File: config.mk
export PLATFORM = sky130hd
export DESIGN_NAME = ppu_out_wb
export DESIGN_NICKNAME = d
export VERILOG_FILES = /design/src/rtl/ppu_out_wb.sv
export SDC_FILE = /design/constraint.sdc
export NUM_CORES = 2
export LEC_CHECK = 0
export CAP_MARGIN = 15
export CORE_AREA = 2 2 269 271
export DETAILED_ROUTE_END_ITERATION = 12
export DIE_AREA = 0 0 271 273
export PLACE_DENSITY_LB_ADDON = 0.1
export SLEW_MARGIN = 20
export SYNTH_ARGS = -nofsm -noshare
export SYNTH_HDL_FRONTEND = slang
export SYNTH_SLANG_ARGS = --single-unit
File: constraint.sdc
create_clock -name clk -period 7 [get_ports clk]
set_input_delay 1.05 -clock clk [delete_from_list [all_inputs] [get_ports clk]]
set_output_delay 1.05 -clock clk [all_outputs]
set_load 0.01 [all_outputs]
File: src/rtl/ppu_out_wb.sv
// ppu_out_wb: writeback stage behind the PPU array.
// Issues credits so that every vector launched into the non-stallable PPU
// pipeline owns a FIFO slot, captures tagged PPU outputs into a small FIFO and
// writes them to the output feature-map buffer with row/column address
// generation.
`ifndef S
`define S 2
`endif
`ifndef R
`define R 2
`endif

module ppu_out_wb #(
  parameter int FIFO_DEPTH = 8,
  parameter int ADDR_WIDTH = 16,
  parameter int CNT_WIDTH  = 16
) (
  input  logic                  clk,
  input  logic                  rstn,
  input  logic                  start,
  input  logic [ADDR_WIDTH-1:0] base_addr,
  input  logic [CNT_WIDTH-1:0]  n_cols,
  input  logic [CNT_WIDTH-1:0]  n_rows,
  input  logic [ADDR_WIDTH-1:0] row_stride,
  output logic                  busy,
  output logic                  done,
  output logic                  err,
  input  logic                  issue,
  output logic                  issue_ok,
  input  logic                  in_valid,
  input  logic [`S*`R*8-1:0]    in_data,
  output logic                  wr_en,
  output logic [ADDR_WIDTH-1:0] wr_addr,
  output logic [`S*`R*8-1:0]    wr_data,
  input  logic                  wr_rdy
);

  localparam int DW = `S*`R*8;
  localparam int PW = $clog2(FIFO_DEPTH);
  localparam int OW = PW + 1;
  localparam int TW = 2 * CNT_WIDTH;

  typedef enum logic [1:0] {
    ST_IDLE = 2'd0,
    ST_RUN  = 2'd1,
    ST_DONE = 2'd2
  } state_e;

  state_e                state_q, state_d;
  logic [CNT_WIDTH-1:0]  ncols_q, ncols_d;
  logic [ADDR_WIDTH-1:0] stride_q, stride_d;
  logic [TW-1:0]         total_q, total_d;
  logic [TW-1:0]         issued_q, issued_d;
  logic [TW-1:0]         xfer_cnt_q, xfer_cnt_d;
  logic [OW-1:0]         out_q, out_d;
  logic [OW-1:0]         cnt_q, cnt_d;
  logic [PW-1:0]         wptr_q, wptr_d;
  logic [PW-1:0]         rptr_q, rptr_d;
  logic [ADDR_WIDTH-1:0] row_base_q, row_base_d;
  logic [CNT_WIDTH-1:0]  col_q, col_d;
  logic                  busy_q, busy_d;
  logic                  done_q, done_d;
  logic                  err_q, err_d;
  logic                  issue_ok_q, issue_ok_d;
  logic                  wr_en_q, wr_en_d;
  logic [ADDR_WIDTH-1:0] wr_addr_q, wr_addr_d;
  logic [DW-1:0]         wr_data_q, wr_data_d;
  logic [DW-1:0]         mem_q [FIFO_DEPTH];

  logic                  start_acc_s;
  logic                  issue_acc_s;
  logic                  xfer_s;
  logic                  push_s;
  logic                  err_set_s;
  logic [OW-1:0]         in_flight_s;

  // Next-state logic: credits, FIFO pointers, address generation and job FSM.
  always_comb begin
    start_acc_s = start && (state_q == ST_IDLE);
    issue_acc_s = issue && issue_ok_q;
    xfer_s      = wr_en_q && wr_rdy;
    // Vectors launched but not yet arrived from the PPU array.
    in_flight_s = out_q - cnt_q;
    push_s      = in_valid && (in_flight_s != {OW{1'b0}});
    err_set_s   = (issue && !issue_ok_q) || (in_valid && (in_flight_s == {OW{1'b0}}));

    state_d  = state_q;
    ncols_d  = ncols_q;
    stride_d = stride_q;
    total_d  = total_q;

    case ({issue_acc_s, xfer_s})
      2'b10:   out_d = out_q + OW'(1);
      2'b01:   out_d = out_q - OW'(1);
      default: out_d = out_q;
    endcase

    case ({push_s, xfer_s})
      2'b10:   cnt_d = cnt_q + OW'(1);
      2'b01:   cnt_d = cnt_q - OW'(1);
      default: cnt_d = cnt_q;
    endcase

    issued_d   = issue_acc_s ? (issued_q + TW'(1)) : issued_q;
    xfer_cnt_d = xfer_s ? (xfer_cnt_q + TW'(1)) : xfer_cnt_q;
    wptr_d     = push_s ? (wptr_q + PW'(1)) : wptr_q;
    rptr_d     = xfer_s ? (rptr_q + PW'(1)) : rptr_q;

    if (xfer_s) begin
      if (col_q == (ncols_q - CNT_WIDTH'(1))) begin
        col_d      = {CNT_WIDTH{1'b0}};
        row_base_d = row_base_q + stride_q;
      end else begin
        col_d      = col_q + CNT_WIDTH'(1);
        row_base_d = row_base_q;
      end
    end else begin
      col_d      = col_q;
      row_base_d = row_base_q;
    end

    case (state_q)
      ST_IDLE: begin
        if (start_acc_s) begin
          ncols_d    = n_cols;
          stride_d   = row_stride;
          total_d    = TW'(n_cols) * TW'(n_rows);
          issued_d   = {TW{1'b0}};
          xfer_cnt_d = {TW{1'b0}};
          out_d      = {OW{1'b0}};
          cnt_d      = {OW{1'b0}};
          wptr_d     = {PW{1'b0}};
          rptr_d     = {PW{1'b0}};
          row_base_d = base_addr;
          col_d      = {CNT_WIDTH{1'b0}};
          state_d    = ((n_cols == {CNT_WIDTH{1'b0}}) || (n_rows == {CNT_WIDTH{1'b0}}))
                       ? ST_DONE : ST_RUN;
        end else begin
          state_d = ST_IDLE;
        end
      end
      ST_RUN: begin
        if (xfer_s && (xfer_cnt_q == (total_q - TW'(1)))) begin
          state_d = ST_DONE;
        end else begin
          state_d = ST_RUN;
        end
      end
      ST_DONE: state_d = ST_IDLE;
      default: state_d = ST_IDLE;
    endcase

    // Errors raised in the same cycle as an accepted start still stick.
    err_d = err_set_s || (err_q && !start_acc_s);

    // Outputs are registered from the next-state view so they describe the
    // counters as they stand in the cycle they are presented.
    busy_d     = (state_d != ST_IDLE);
    done_d     = (state_d == ST_DONE);
    issue_ok_d = (state_d == ST_RUN) && (out_d < OW'(FIFO_DEPTH)) && (issued_d < total_d);
    wr_en_d    = (state_d == ST_RUN) && (cnt_d != {OW{1'b0}});
    wr_addr_d  = row_base_d + ADDR_WIDTH'(col_d);
    // A vector pushed into an (effectively) empty FIFO becomes the head directly.
    wr_data_d  = (push_s && (rptr_d == wptr_q)) ? in_data : mem_q[rptr_d];
  end

  // FIFO storage; pointers and occupancy carry the reset, the data does not.
  always_ff @(posedge clk) begin
    if (push_s) begin
      mem_q[wptr_q] <= in_data;
    end
  end

  // State, counters and registered outputs.
  always_ff @(posedge clk or negedge rstn) begin
    if (!rstn) begin
      state_q    <= ST_IDLE;
      ncols_q    <= {CNT_WIDTH{1'b0}};
      stride_q   <= {ADDR_WIDTH{1'b0}};
      total_q    <= {TW{1'b0}};
      issued_q   <= {TW{1'b0}};
      xfer_cnt_q <= {TW{1'b0}};
      out_q      <= {OW{1'b0}};
      cnt_q      <= {OW{1'b0}};
      wptr_q     <= {PW{1'b0}};
      rptr_q     <= {PW{1'b0}};
      row_base_q <= {ADDR_WIDTH{1'b0}};
      col_q      <= {CNT_WIDTH{1'b0}};
      busy_q     <= 1'b0;
      done_q     <= 1'b0;
      err_q      <= 1'b0;
      issue_ok_q <= 1'b0;
      wr_en_q    <= 1'b0;
      wr_addr_q  <= {ADDR_WIDTH{1'b0}};
      wr_data_q  <= {DW{1'b0}};
    end else begin
      state_q    <= state_d;
      ncols_q    <= ncols_d;
      stride_q   <= stride_d;
      total_q    <= total_d;
      issued_q   <= issued_d;
      xfer_cnt_q <= xfer_cnt_d;
      out_q      <= out_d;
      cnt_q      <= cnt_d;
      wptr_q     <= wptr_d;
      rptr_q     <= rptr_d;
      row_base_q <= row_base_d;
      col_q      <= col_d;
      busy_q     <= busy_d;
      done_q     <= done_d;
      err_q      <= err_d;
      issue_ok_q <= issue_ok_d;
      wr_en_q    <= wr_en_d;
      wr_addr_q  <= wr_addr_d;
      wr_data_q  <= wr_data_d;
    end
  end

  assign busy     = busy_q;
  assign done     = done_q;
  assign err      = err_q;
  assign issue_ok = issue_ok_q;
  assign wr_en    = wr_en_q;
  assign wr_addr  = wr_addr_q;
  assign wr_data  = wr_data_q;

endmodule

==> metrics.csv <==
metric,value,unit
outcome,"complete, but fails checks",
failed_checks,setup timing,
crit_type,in -> reg,
rr_worst_depth,24,
synth_ff_type,edfxtp_1,
die_x,271,microns
synth-seq-area-share,42.4,%
h-tree-depth,2,
cts_buffers,55,
fin_util,54.1,%
ant_nets,0,
drive_above_1_share,13.1,%
synth_cell_type_count,75,
syn-num-nets,3660,
start_util,44.6,%
dpl.hpwl,57500,microns
fin_nets,3963,
first_pass_iters,5,
placed_area,0.0356,sq mm
post-route-min-period,7430,ps
grt_pass1_wl,133000,microns
cp_slowest_cell,fa_2,
crit_path_start,n_cols[6],
grt_pass1_vias,24520,
crit_path_end_kind,register,
reg2reg_from,ncols_q[0]$_DFFE_PN0P_,
max_freq,135,MHz
max_slew_margin,30.7,%
cts_hold_buf,0,
rows,98,
critPathRequiredTime,7480,ps
async_flop_share,47.2,%
fin_ws,-430,ps
p_leak,17.1,nW
root_buffer,clkbuf_16,
syn_area_per_cell,9.96,sq um
grt_usage,22.5,%
synth_edf_count,256,
worst_path_largest_cell_delay,580,ps
power,0.0184,W
rsz0062_at_grt,true,
cts_tree,built,
hold_class,in -> async,
powerDensity,480,mW/mm^2
tightest_slew,1040,ps
final_max_slew_viol_count,0,
dpl_worst_slack,-1280,ps
cp_max_fo,7,
grt_max_degree,109,
drc,0,
clk_latency,640,ps
drv_cap,0,
dieArea,0.0740,sq mm
crit_arrival,7910,ps
cts_sinks,485,
die_h,273,microns
cp-start-kind,input pin,
drt-total-wl,83200,microns
place.gp.congestion,0.872,
antenna_found_initial,2,
syn_area,0.0317,sq mm
grt.overflow.total,0,
clk_pin_slew,60,ps
nFillCells,6161,
syn_to_final_growth,21.2,%
final_area,0.0384,sq mm
hold_violations,0,
ys_warn_count,0,
wl_per_cell,18.6,microns
ioPinCount,155,
clockBufferDepth,3,
core_area,0.0710,sq mm
r2r_setup_slack,760,ps
drt-initial-drc-count,1425,
setup_viol,1,
finalCritPeriodShare,106,%
finClkSkew,78.3,ps
vias,23546,
ys_ff_latch,485,
syn-instance-count,3179,
viasPerCell,5.26,
regToRegEndpoint,wr_addr[15]$_DFF_PN0_,
port_buffers,154,
critPathCapture,issue_ok$_DFF_PN0_,
ir_worst_vdd,0.000527,V
==> area by class of cell <==
| type | count | area (sq um) | share of cell area (%) |
|---|---|---|---|
| multi-input combinational | 2252 | 17000 | 44.2 |
| sequential | 485 | 13400 | 35.0 |
| timing repair buffer | 388 | 3660 | 9.53 |
| clock buffer | 62 | 1400 | 3.65 |
| tap | 950 | 1190 | 3.10 |
| inverter | 300 | 1130 | 2.94 |
| clock inverter | 42 | 628 | 1.64 |
| antenna | 1 | 2.50 | 0.00652 |
==> sequential cells by signal (all words and copies together), names as in the netlist, 4 cells and up <==
| register | cells |
|---|---|
| row_base_q | 16 |
| issued_q | 32 |
| cnt_q | 4 |
| total_q | 32 |
| stride_q | 16 |
| col_q | 16 |
| wr_addr | 16 |
| mem_q | 256 |
| ncols_q | 16 |
| xfer_cnt_q | 32 |
| wr_data | 32 |
| out_q | 4 |
==> cells in the mapped netlist (all sizes together), types with 8 or more instances <==
| master | count | area (sq um) |
|---|---|---|
| nand2 | 611 | 2290 |
| inv | 300 | 1130 |
| edfxtp | 256 | 7690 |
| dfrtp | 229 | 5730 |
| nor2 | 202 | 758 |
| fa | 198 | 3960 |
| ha | 181 | 2260 |
| and2 | 123 | 769 |
| clkbuf | 120 | 450 |
| a21oi | 108 | 541 |
| nand3 | 101 | 505 |
| xnor2 | 99 | 867 |
| xor2 | 92 | 806 |
| o21ai | 63 | 319 |
| and3 | 54 | 338 |
| a31oi | 39 | 244 |
| mux2i | 38 | 380 |
| a21o | 35 | 263 |
| nor3 | 35 | 186 |
| a311oi | 33 | 289 |
| nand4 | 32 | 200 |
| or3 | 23 | 144 |
| buf | 22 | 92.6 |
| nor4 | 22 | 138 |
| nor2b | 16 | 100 |
| a211oi | 12 | 90.1 |
| o21a | 11 | 82.6 |
| nand2b | 10 | 62.6 |
| or2 | 8 | 50.1 |
==> kinds of logic after synthesis <==
kind of cell             after synthesis  share of synthesized area (%)
AO/OA/AOI/OAI                        359                           7.32
XOR/XNOR                             191                           5.28
adder cells (fa/ha/maj)              379                           19.7
buffers and inverters                442                           5.27
flip-flops                           485                           42.4
multiplexers                          45                           1.45
AND/OR/NAND/NOR                     1278                           18.6
==> power by group <==
part	total, W	internal, W	switching (W)
combinational	0.0111	0.00523	0.00586
clock	0.00320	0.00197	0.00123
sequential	0.00414	0.00369	0.000449
==> critical path: cells and delay by family <==
kind / cells / cell delay [ps]
AND/OR/NAND/NOR: 5 / 890
adder cells (fa/ha/maj): 8 / 3530
XOR/XNOR: 1 / 120
buffers and inverters: 7 / 670
multiplexers: 1 / 100
AO/OA/AOI/OAI: 7 / 1560
==> through the flow <==
| stage | setup TNS, ps | instances | hold WS, ps |
|---|---|---|---|
| global placement | -3220 | 4331 | 475 |
| floorplan | -346 | 3179 | 446 |
| CTS | -540 | 4436 | 494 |
| finish | -430 | 4480 | 468 |
| detailed placement | -3670 | 4331 | 479 |
| global route | -654 | 4480 | 506 |
==> per-layer routing <==
| metal | vias up | track usage, % | share of wire, % | routed length [microns] |
|---|---|---|---|---|
| li1 | 11256 | - | - | - |
| met1 | 11659 | 30.0 | 44 | 36800 |
| met2 | 470 | 38.3 | 49 | 40400 |
| met3 | 159 | 2.31 | 3.5 | 2930 |
| met4 | 2 | 7.84 | 3.6 | 3000 |
| met5 | - | 0 | 0.019 | 16 |
==> worst min-delay path by stage <==
stage                                        start                  endpoint  slack (ps)  depth (start not counted)
after detailed placement   stride_q[4]$_DFFE_PN0P_   stride_q[4]$_DFFE_PN0P_         480                          2
after CTS                  stride_q[4]$_DFFE_PN0P_   stride_q[4]$_DFFE_PN0P_         490                          2
after floorplan           stride_q[15]$_DFFE_PN0P_  stride_q[15]$_DFFE_PN0P_         450                          2
after global placement     stride_q[0]$_DFFE_PN0P_   stride_q[0]$_DFFE_PN0P_         480                          2
final                                         rstn            busy$_DFF_PN0_         470                          1
after global routing       stride_q[8]$_DFFE_PN0P_   stride_q[8]$_DFFE_PN0P_         510                          2
==> layout by cell type, fill, tap and decap left out, types with 16 or more instances in the layout <==
cell type        count
inv_1              276
and3_1              52
a21o_1              34
buf_6               19
inv_2               23
dlymetal6s2s_1      22
o21ai_0             46
clkdlybuf4s50_1    122
nor3_1              32
xor2_1              92
a311oi_1            33
ha_1               169
fa_2                16
and2_1             108
nand4_1             32
nand2_1            604
edfxtp_1           256
clkbuf_16           61
fa_1               182
a21oi_1            102
nand3_1            101
xnor2_1             96
buf_4              198
nor2_1             200
a31oi_1             39
nor4_1              21
o21ai_1             16
dfrtp_1            229
mux2i_1             38
or3_1               23
==> repair_timing <==
item / 4_1_cts / 5_1_grt
pin swaps: 6 / 84
setup endpoints to repair: 1 / 4
gates resized for setup: 20 / 135
gates cloned: 0 / 8
setup buffers: 1 / 35
No activity file was read; power rests on OpenSTA's default activity.
